## src/rtl/eth_tx_arbiter_if.sv

```systemverilog
`default_nettype none
// ---------------------------------------------------------------------------
// eth_tx_arbiter_if : request/data bundle between frame sources and arbiter
// Rev 1.0
// ---------------------------------------------------------------------------
interface eth_tx_arbiter_if #(
  parameter int NREQ = 2
);
  logic [NREQ-1:0]   req;
  logic [8*NREQ-1:0] din;
  logic [NREQ-1:0]   dven;
  logic [NREQ-1:0]   grant;
  logic [7:0]        tx_data;
  logic              tx_dven;
  logic              busy;
  logic [7:0]        timeout_cnt;
  logic [7:0]        trunc_cnt;
  logic [7:0]        drop_cnt;

  modport slave (
    input  req, din, dven,
    output grant, tx_data, tx_dven, busy, timeout_cnt, trunc_cnt, drop_cnt
  );

  modport master (
    output req, din, dven,
    input  grant, tx_data, tx_dven, busy, timeout_cnt, trunc_cnt, drop_cnt
  );
endinterface
`default_nettype wire

```

## src/rtl/eth_tx_arbiter.sv

```systemverilog
`default_nettype none
// ---------------------------------------------------------------------------
// eth_tx_arbiter : round-robin arbiter sharing one Ethernet TX byte stream
// Rev 1.0
// ---------------------------------------------------------------------------
module eth_tx_arbiter #(
  parameter int NREQ    = 2,
  parameter int IFG     = 12,
  parameter int TIMEOUT = 64,
  parameter int MAXLEN  = 1518
) (
  input  wire logic      clk,
  input  wire logic      reset,
  eth_tx_arbiter_if.slave bus
);
  localparam int IW = (NREQ > 1) ? $clog2(NREQ) : 1;
  localparam int WW = (TIMEOUT > 1) ? $clog2(TIMEOUT) : 1;
  localparam int GW = (IFG > 1) ? $clog2(IFG) : 1;
  localparam int LW = $clog2(MAXLEN + 1);

  typedef enum logic [1:0] {S_IDLE, S_GRANT, S_XFER, S_GAP} state_t;

  state_t          state_q, state_d;
  logic [IW-1:0]   ptr_q, ptr_d;
  logic [IW-1:0]   idx_q, idx_d;
  logic [NREQ-1:0] grant_q, grant_d;
  logic [7:0]      tx_data_q, tx_data_d;
  logic            tx_dven_q, tx_dven_d;
  logic [WW-1:0]   wait_q, wait_d;
  logic [LW-1:0]   len_q, len_d;
  logic [GW-1:0]   gap_q, gap_d;
  logic            trunc_q, trunc_d;
  logic [NREQ-1:0] dven_prev_q;
  logic [7:0]      timeout_cnt_q, timeout_cnt_d;
  logic [7:0]      trunc_cnt_q, trunc_cnt_d;
  logic [7:0]      drop_cnt_q, drop_cnt_d;

  logic [IW-1:0]   sel;
  logic            sel_vld;
  int              cand;
  logic [IW-1:0]   idx_inc;
  logic [7:0]      cur_din;
  logic            cur_dven;
  logic            cur_req;
  logic [NREQ-1:0] rise;
  logic [3:0]      rise_n;
  logic [8:0]      drop_sum;

  function automatic logic [7:0] sat_inc(input logic [7:0] v);
    return (v == 8'hFF) ? v : v + 8'd1;
  endfunction

  // Scan downwards so the lowest offset from the pointer wins.
  always_comb begin
    sel     = '0;
    sel_vld = 1'b0;
    cand    = 0;
    for (int k = NREQ - 1; k >= 0; k--) begin
      cand = (int'(ptr_q) + k) % NREQ;
      if (bus.req[IW'(cand)]) begin
        sel     = IW'(cand);
        sel_vld = 1'b1;
      end
    end
  end

  assign idx_inc  = (idx_q == IW'(NREQ - 1)) ? '0 : idx_q + 1'b1;
  assign cur_din  = 8'(bus.din >> {idx_q, 3'b000});
  assign cur_dven = bus.dven[idx_q];
  assign cur_req  = bus.req[idx_q];

  // Several sources may start a stray frame in the same cycle.
  always_comb begin
    rise     = bus.dven & ~dven_prev_q & ~grant_q;
    rise_n   = '0;
    for (int k = 0; k < NREQ; k++) rise_n = rise_n + {3'b000, rise[k]};
    drop_sum = {1'b0, drop_cnt_q} + {5'b00000, rise_n};
    drop_cnt_d = drop_sum[8] ? 8'hFF : drop_sum[7:0];
  end

  always_comb begin
    state_d       = state_q;
    ptr_d         = ptr_q;
    idx_d         = idx_q;
    grant_d       = grant_q;
    tx_data_d     = tx_data_q;
    tx_dven_d     = 1'b0;
    wait_d        = wait_q;
    len_d         = len_q;
    gap_d         = gap_q;
    trunc_d       = trunc_q;
    timeout_cnt_d = timeout_cnt_q;
    trunc_cnt_d   = trunc_cnt_q;
    case (state_q)
      S_IDLE: begin
        grant_d = '0;
        if (sel_vld) begin
          idx_d   = sel;
          grant_d = NREQ'(1) << sel;
          wait_d  = '0;
          state_d = S_GRANT;
        end
      end
      S_GRANT: begin
        if (!cur_req) begin
          grant_d = '0;
          ptr_d   = idx_inc;
          state_d = S_IDLE;
        end else if (cur_dven) begin
          tx_data_d = cur_din;
          tx_dven_d = 1'b1;
          len_d     = LW'(1);
          trunc_d   = 1'b0;
          state_d   = S_XFER;
        end else if (wait_q == WW'(TIMEOUT - 1)) begin
          grant_d       = '0;
          timeout_cnt_d = sat_inc(timeout_cnt_q);
          ptr_d         = idx_inc;
          state_d       = S_IDLE;
        end else begin
          wait_d = wait_q + 1'b1;
        end
      end
      S_XFER: begin
        if (!cur_dven) begin
          grant_d = '0;
          ptr_d   = idx_inc;
          gap_d   = '0;
          state_d = S_GAP;
        end else if (trunc_q) begin
          tx_dven_d = 1'b0;
        end else if (len_q == LW'(MAXLEN)) begin
          // One byte beyond the limit: suppress the rest of this frame.
          trunc_d     = 1'b1;
          trunc_cnt_d = sat_inc(trunc_cnt_q);
        end else begin
          tx_data_d = cur_din;
          tx_dven_d = 1'b1;
          len_d     = len_q + 1'b1;
        end
      end
      S_GAP: begin
        if (gap_q == GW'(IFG - 1)) state_d = S_IDLE;
        else                       gap_d   = gap_q + 1'b1;
      end
      default: state_d = S_IDLE;
    endcase
  end

  always_ff @(posedge clk) begin
    if (reset) begin
      state_q       <= S_IDLE;
      ptr_q         <= '0;
      idx_q         <= '0;
      grant_q       <= '0;
      tx_data_q     <= '0;
      tx_dven_q     <= 1'b0;
      wait_q        <= '0;
      len_q         <= '0;
      gap_q         <= '0;
      trunc_q       <= 1'b0;
      dven_prev_q   <= '0;
      timeout_cnt_q <= '0;
      trunc_cnt_q   <= '0;
      drop_cnt_q    <= '0;
    end else begin
      state_q       <= state_d;
      ptr_q         <= ptr_d;
      idx_q         <= idx_d;
      grant_q       <= grant_d;
      tx_data_q     <= tx_data_d;
      tx_dven_q     <= tx_dven_d;
      wait_q        <= wait_d;
      len_q         <= len_d;
      gap_q         <= gap_d;
      trunc_q       <= trunc_d;
      dven_prev_q   <= bus.dven;
      timeout_cnt_q <= timeout_cnt_d;
      trunc_cnt_q   <= trunc_cnt_d;
      drop_cnt_q    <= drop_cnt_d;
    end
  end

  assign bus.grant       = grant_q;
  assign bus.tx_data     = tx_data_q;
  assign bus.tx_dven     = tx_dven_q;
  assign bus.busy        = (state_q != S_IDLE);
  assign bus.timeout_cnt = timeout_cnt_q;
  assign bus.trunc_cnt   = trunc_cnt_q;
  assign bus.drop_cnt    = drop_cnt_q;
endmodule
`default_nettype wire

```

## src/flat_wrapper.sv

```systemverilog
// flat-port wrapper written by rule: the top's interface ports become plain ports
module eth_tx_arbiter_flat 
#(
  parameter int NREQ    = 2,
  parameter int IFG     = 12,
  parameter int TIMEOUT = 64,
  parameter int MAXLEN  = 1518
)
  (clk, reset, bus_req, bus_din, bus_dven, bus_grant, bus_tx_data, bus_tx_dven, bus_busy, bus_timeout_cnt, bus_trunc_cnt, bus_drop_cnt);
  eth_tx_arbiter_if #(.NREQ(NREQ)) bus_i ();
  input  wire logic clk;
  input  wire logic reset;
  input wire logic [$bits(bus_i.req)-1:0] bus_req;
  input wire logic [$bits(bus_i.din)-1:0] bus_din;
  input wire logic [$bits(bus_i.dven)-1:0] bus_dven;
  output wire logic [$bits(bus_i.grant)-1:0] bus_grant;
  output wire logic [$bits(bus_i.tx_data)-1:0] bus_tx_data;
  output wire logic [$bits(bus_i.tx_dven)-1:0] bus_tx_dven;
  output wire logic [$bits(bus_i.busy)-1:0] bus_busy;
  output wire logic [$bits(bus_i.timeout_cnt)-1:0] bus_timeout_cnt;
  output wire logic [$bits(bus_i.trunc_cnt)-1:0] bus_trunc_cnt;
  output wire logic [$bits(bus_i.drop_cnt)-1:0] bus_drop_cnt;
  assign bus_i.req = bus_req;
  assign bus_i.din = bus_din;
  assign bus_i.dven = bus_dven;
  assign bus_grant = bus_i.grant;
  assign bus_tx_data = bus_i.tx_data;
  assign bus_tx_dven = bus_i.tx_dven;
  assign bus_busy = bus_i.busy;
  assign bus_timeout_cnt = bus_i.timeout_cnt;
  assign bus_trunc_cnt = bus_i.trunc_cnt;
  assign bus_drop_cnt = bus_i.drop_cnt;
  eth_tx_arbiter #(.NREQ(NREQ), .IFG(IFG), .TIMEOUT(TIMEOUT), .MAXLEN(MAXLEN)) u_core (.clk(clk), .reset(reset), .bus(bus_i));
endmodule
```

## config.mk

```make
export PLATFORM = sky130hd
export DESIGN_NAME = eth_tx_arbiter_flat
export DESIGN_NICKNAME = d
export VERILOG_FILES = /design/src/rtl/eth_tx_arbiter_if.sv /design/src/rtl/eth_tx_arbiter.sv /design/src/flat_wrapper.sv
export SDC_FILE = /design/constraint.sdc
export NUM_CORES = 1
export LEC_CHECK = 0
export BUFFER_PORTS_ARGS = -buffer_cell sky130_fd_sc_hd__buf_2
export CORE_MARGIN = 2
export CORE_UTILIZATION = 55
export DETAILED_ROUTE_END_ITERATION = 16
export PLACE_DENSITY = 0.75
export SYNTH_ARGS = -nofsm -noshare
export SYNTH_HDL_FRONTEND = slang
export SYNTH_SLANG_ARGS = --single-unit
```

## constraint.sdc

```tcl
create_clock -name clk -period 5.8 [get_ports clk]
set_input_delay 1.16 -clock clk [delete_from_list [all_inputs] [get_ports clk]]
set_output_delay 1.16 -clock clk [all_outputs]
set_load 0.03 [all_outputs]
```

==> qor.yml <==
clock_network:
  numCtsBuffers: 9
  cts_buffer_depth: 2
  cts_htree_levels: 3
  cts_root_buf: "clkbuf_8"
  cts_setup_buffers: 0
  cts_tree: "built"
  clk_pin_slew_ns: 0.07
  cts_resized: 0
  ctsHoldBuffers: 0
  clock_latency_ns: 0.34
  cts_sinks: 63
worst_setup_path:
  crit_end: "u_core.bus.drop_cnt[1]"
  cp-startpoint: "bus_dven[0]"
  arrival_ns: 3.23
  cp.depth: 10
  timing.rr.start: "u_core.state_q[0]"
  ff2ff_setup_slack_ns: 3.22
  cp_slowest_cell: "fa_1"
  path_cells: "buf_2 > nor3b_1 > ha_1 > ha_1 > inv_1 > fa_1 > nand3b_1 > nor2_1 > nand4_1 > a21oi_1"
  cp-start-kind: "primary input"
  required_ns: 6.06
  cp_top_family: "adder cells"
  worstPathMaxFanout: 6
  critPathCaptureType: "register"
  crit_type: "in2reg"
  crit_path_frequent_cell: "ha_1"
  rr_worst_depth: 6
  r2r-end: "u_core.bus.tx_data[3]"
  critPathMaxStageDelay_ns: 0.40
  worst-path-buf-inv: 2
placement:
  dp_cells: 506
  port_buffers: 57
  dp_hpwl_um: 5215
  place_ws_ns: 2.468
  gp_congestion: 0.8419
synth:
  syn_nets: 426
  synth_seq_area_share_pct: 37.71
  ys_ff_latch: 63
  synth_edf_count: 0
  yosys.cell_types.count: 61
  synthArstFlopShare_pct: 0
  avgSynthCellArea_um2: 8.598
  synth_top_flop_cell: "dfxtp_1"
  netlist_area_mm2: 0.003344
  ys_warn_count: 0
  synth_cells: 389
timing:
  setup_viol: 0
  rsz0062_at_grt: "false"
  fin_crit_sh_pct: 51.10
  fin_setup_tns_ns: 0
  drv_slew: 0
  skew_ns: 0.005568
  max_freq_mhz: 337.4
  timing_hold_violations_final: 0
  tightest_slew_ns: 1.028
  fin_crit_ns: 2.964
  relSlewSlack_pct: 31.44
  fin_ws_ns: 2.836
cells_and_area:
  drive_above_1_share_pct: 18.83
  final_util_pct: 65.77
  n_fill_cell: 537
  fin_cells: 521
  n_antenna_cell: 0
  num-nets-final: 479
  syn_to_final_growth_pct: 15.75
run_status:
  status: "completed"
detailed_routing:
  route.vias.total: 3004
  totalWireLength_um: 7392
  drt_iter0_markers: 195
  viasPerCell: 5.766
  wl_per_cell_um: 14.19
  drc: 0
  antenna_left: 0
  dr.pass1.iters: 4
global_route:
  antenna_found_initial: 0
  grt_pass1_vias: 2780
  overflow: 0
  grt_max_degree: 56
  track_usage_pct: 23.88
  grt_pass1_wl_um: 12450
power:
  p_clk_share_pct: 39.3
  powerDensity_mw_per_mm2: 271.1
  power_frac_comb_pct: 16.3
  p_seq_share_pct: 44.3
  max-vdd-ir-drop_mv: 0.1968
  swShare_pct: 28.63
  intPower_uw: 748.9
  leakagePower_uw: 0.001527
  p_sw_uw: 300.4
job:
  cap_violations: 0
hold_path:
  hp-start: "u_core.len_q[10]"
  min_path_cells: 1
  hold_path_class: "reg2reg"
die:
  die_width_um: 81.98
  num_io_pins: 58
  start_util_pct: 56.82
  fp.dieH_um: 81.98
  die_area_mm2: 0.006721
  core_area_mm2: 0.005886
  num_rows: 28
-- metrics by stage --
step | cell area [µm²] | power, µW | hold slack [ns]
after floorplan | 3344 | 598.7 | 0.4437
after global placement | 3661 | 641.7 | 0.4681
after detailed placement | 3661 | 645.3 | 0.4722
after CTS | 3871 | 1058 | 0.4891
after global routing | 3871 | 1095 | 0.5107
final | 3871 | 1049 | 0.4897
-- state kept, by name, summed over array words and instances, names as in the netlist, named ones only --
signal                  flops
u_core.idx_q                1
u_core.bus.grant            2
u_core.dven_prev_q          2
u_core.wait_q               6
u_core.ptr_q                1
u_core.bus.trunc_cnt        8
u_core.bus.drop_cnt         8
u_core.trunc_q              1
u_core.bus.tx_data          8
u_core.bus.timeout_cnt      8
u_core.gap_q                4
u_core.state_q              1
u_core.len_q               11
u_core.bus.tx_dven          1
-- cells in the mapped netlist (3+ instances only) --
cell type | n | area share [%]
xor2_1 | 4 | 1.0
nand2b_1 | 3 | 0.56
nand3_1 | 14 | 2.1
and3_1 | 5 | 0.94
nand4_1 | 9 | 1.7
buf_1 | 3 | 0.34
o21ai_1 | 4 | 0.60
a31oi_1 | 7 | 1.3
nor2_1 | 29 | 3.3
mux2i_1 | 9 | 2.7
a21oi_1 | 37 | 5.5
a21o_1 | 7 | 1.6
dfxtp_1 | 63 | 38
o211ai_1 | 3 | 0.67
nor2b_1 | 8 | 1.5
and2_1 | 4 | 0.75
o21ai_0 | 9 | 1.3
clkbuf_1 | 10 | 1.1
nand2_1 | 35 | 3.9
nor3b_1 | 5 | 1.1
ha_1 | 14 | 5.2
o31ai_1 | 4 | 0.90
inv_1 | 13 | 1.5
a211oi_1 | 13 | 2.9
xnor2_1 | 14 | 3.7
nor3_1 | 14 | 2.1
-- area by class of cell --
class | count | area (µm²) | share of cell area, %
tap | 75 | 93.84 | 2.424
inverter | 14 | 52.55 | 1.357
clock buffer | 9 | 123.9 | 3.200
clock inverter | 6 | 86.33 | 2.230
sequential | 63 | 1261 | 32.58
timing repair buffer | 58 | 292.8 | 7.563
multi-input combinational | 296 | 1961 | 50.65
-- kinds of logic (layout without fill, tap and decap cells) --
group | Yosys count | count (layout) | share of synthesized area (%)
flops | 63 | 63 | 37.71
xor+xnor | 18 | 18 | 4.714
mux | 11 | 11 | 3.367
buf+inv | 30 | 87 | 3.666
compound gates | 103 | 103 | 20.35
fa+ha+maj | 15 | 15 | 5.836
simple gates | 149 | 149 | 24.35
-- worst min path at each step --
| stage | endpoint | slack [ns] |
|---|---|---|
| 2_1_floorplan | u_core.len_q[10] | 0.44 |
| 3_3_place_gp | u_core.len_q[10] | 0.47 |
| 3_5_place_dp | u_core.len_q[10] | 0.47 |
| 4_1_cts | u_core.len_q[10] | 0.49 |
| 5_1_grt | u_core.len_q[10] | 0.51 |
| 6_report | u_core.len_q[10] | 0.49 |
-- cells in the final DEF, fill, tap and decap left out, drive strengths merged, types with 5 or more instances in the layout --
cell type and count:
a31oi 7, a21oi 37, a21o 7, dfxtp 63
inv 13, o21ai 13, and3 5, mux2i 9
nand3 14, nor3 14, nor2b 8, nor2 29
clkbuf 9, xnor2 14, nand4 9, buf 58
a211oi 13, nor3b 6, nor4 5, nand2 35
ha 14
-- routing by layer --
metal / vias to the layer above / track usage [%] / wire length (µm) / share of wire, %
li1: 1540 / - / - / -
met1: 1393 / 31.40 / 3458 / 47
met2: 64 / 38.54 / 3450 / 47
met3: 7 / 7.033 / 414 / 5.6
met4: 0 / 5.833 / 68 / 0.92
met5: - / 0 / 0 / 0
-- power groups by stage --
stage | Clock, µW | Combinational, µW | Sequential [µW]
4_1_cts | 422 | 171 | 465
6_report | 413 | 171 | 465
5_1_grt | 438 | 190 | 468
3_3_place_gp | 0 | 167 | 475
3_5_place_dp | 0 | 171 | 475
2_1_floorplan | 0 | 105 | 494
Power figures use the tool's default switching activity.
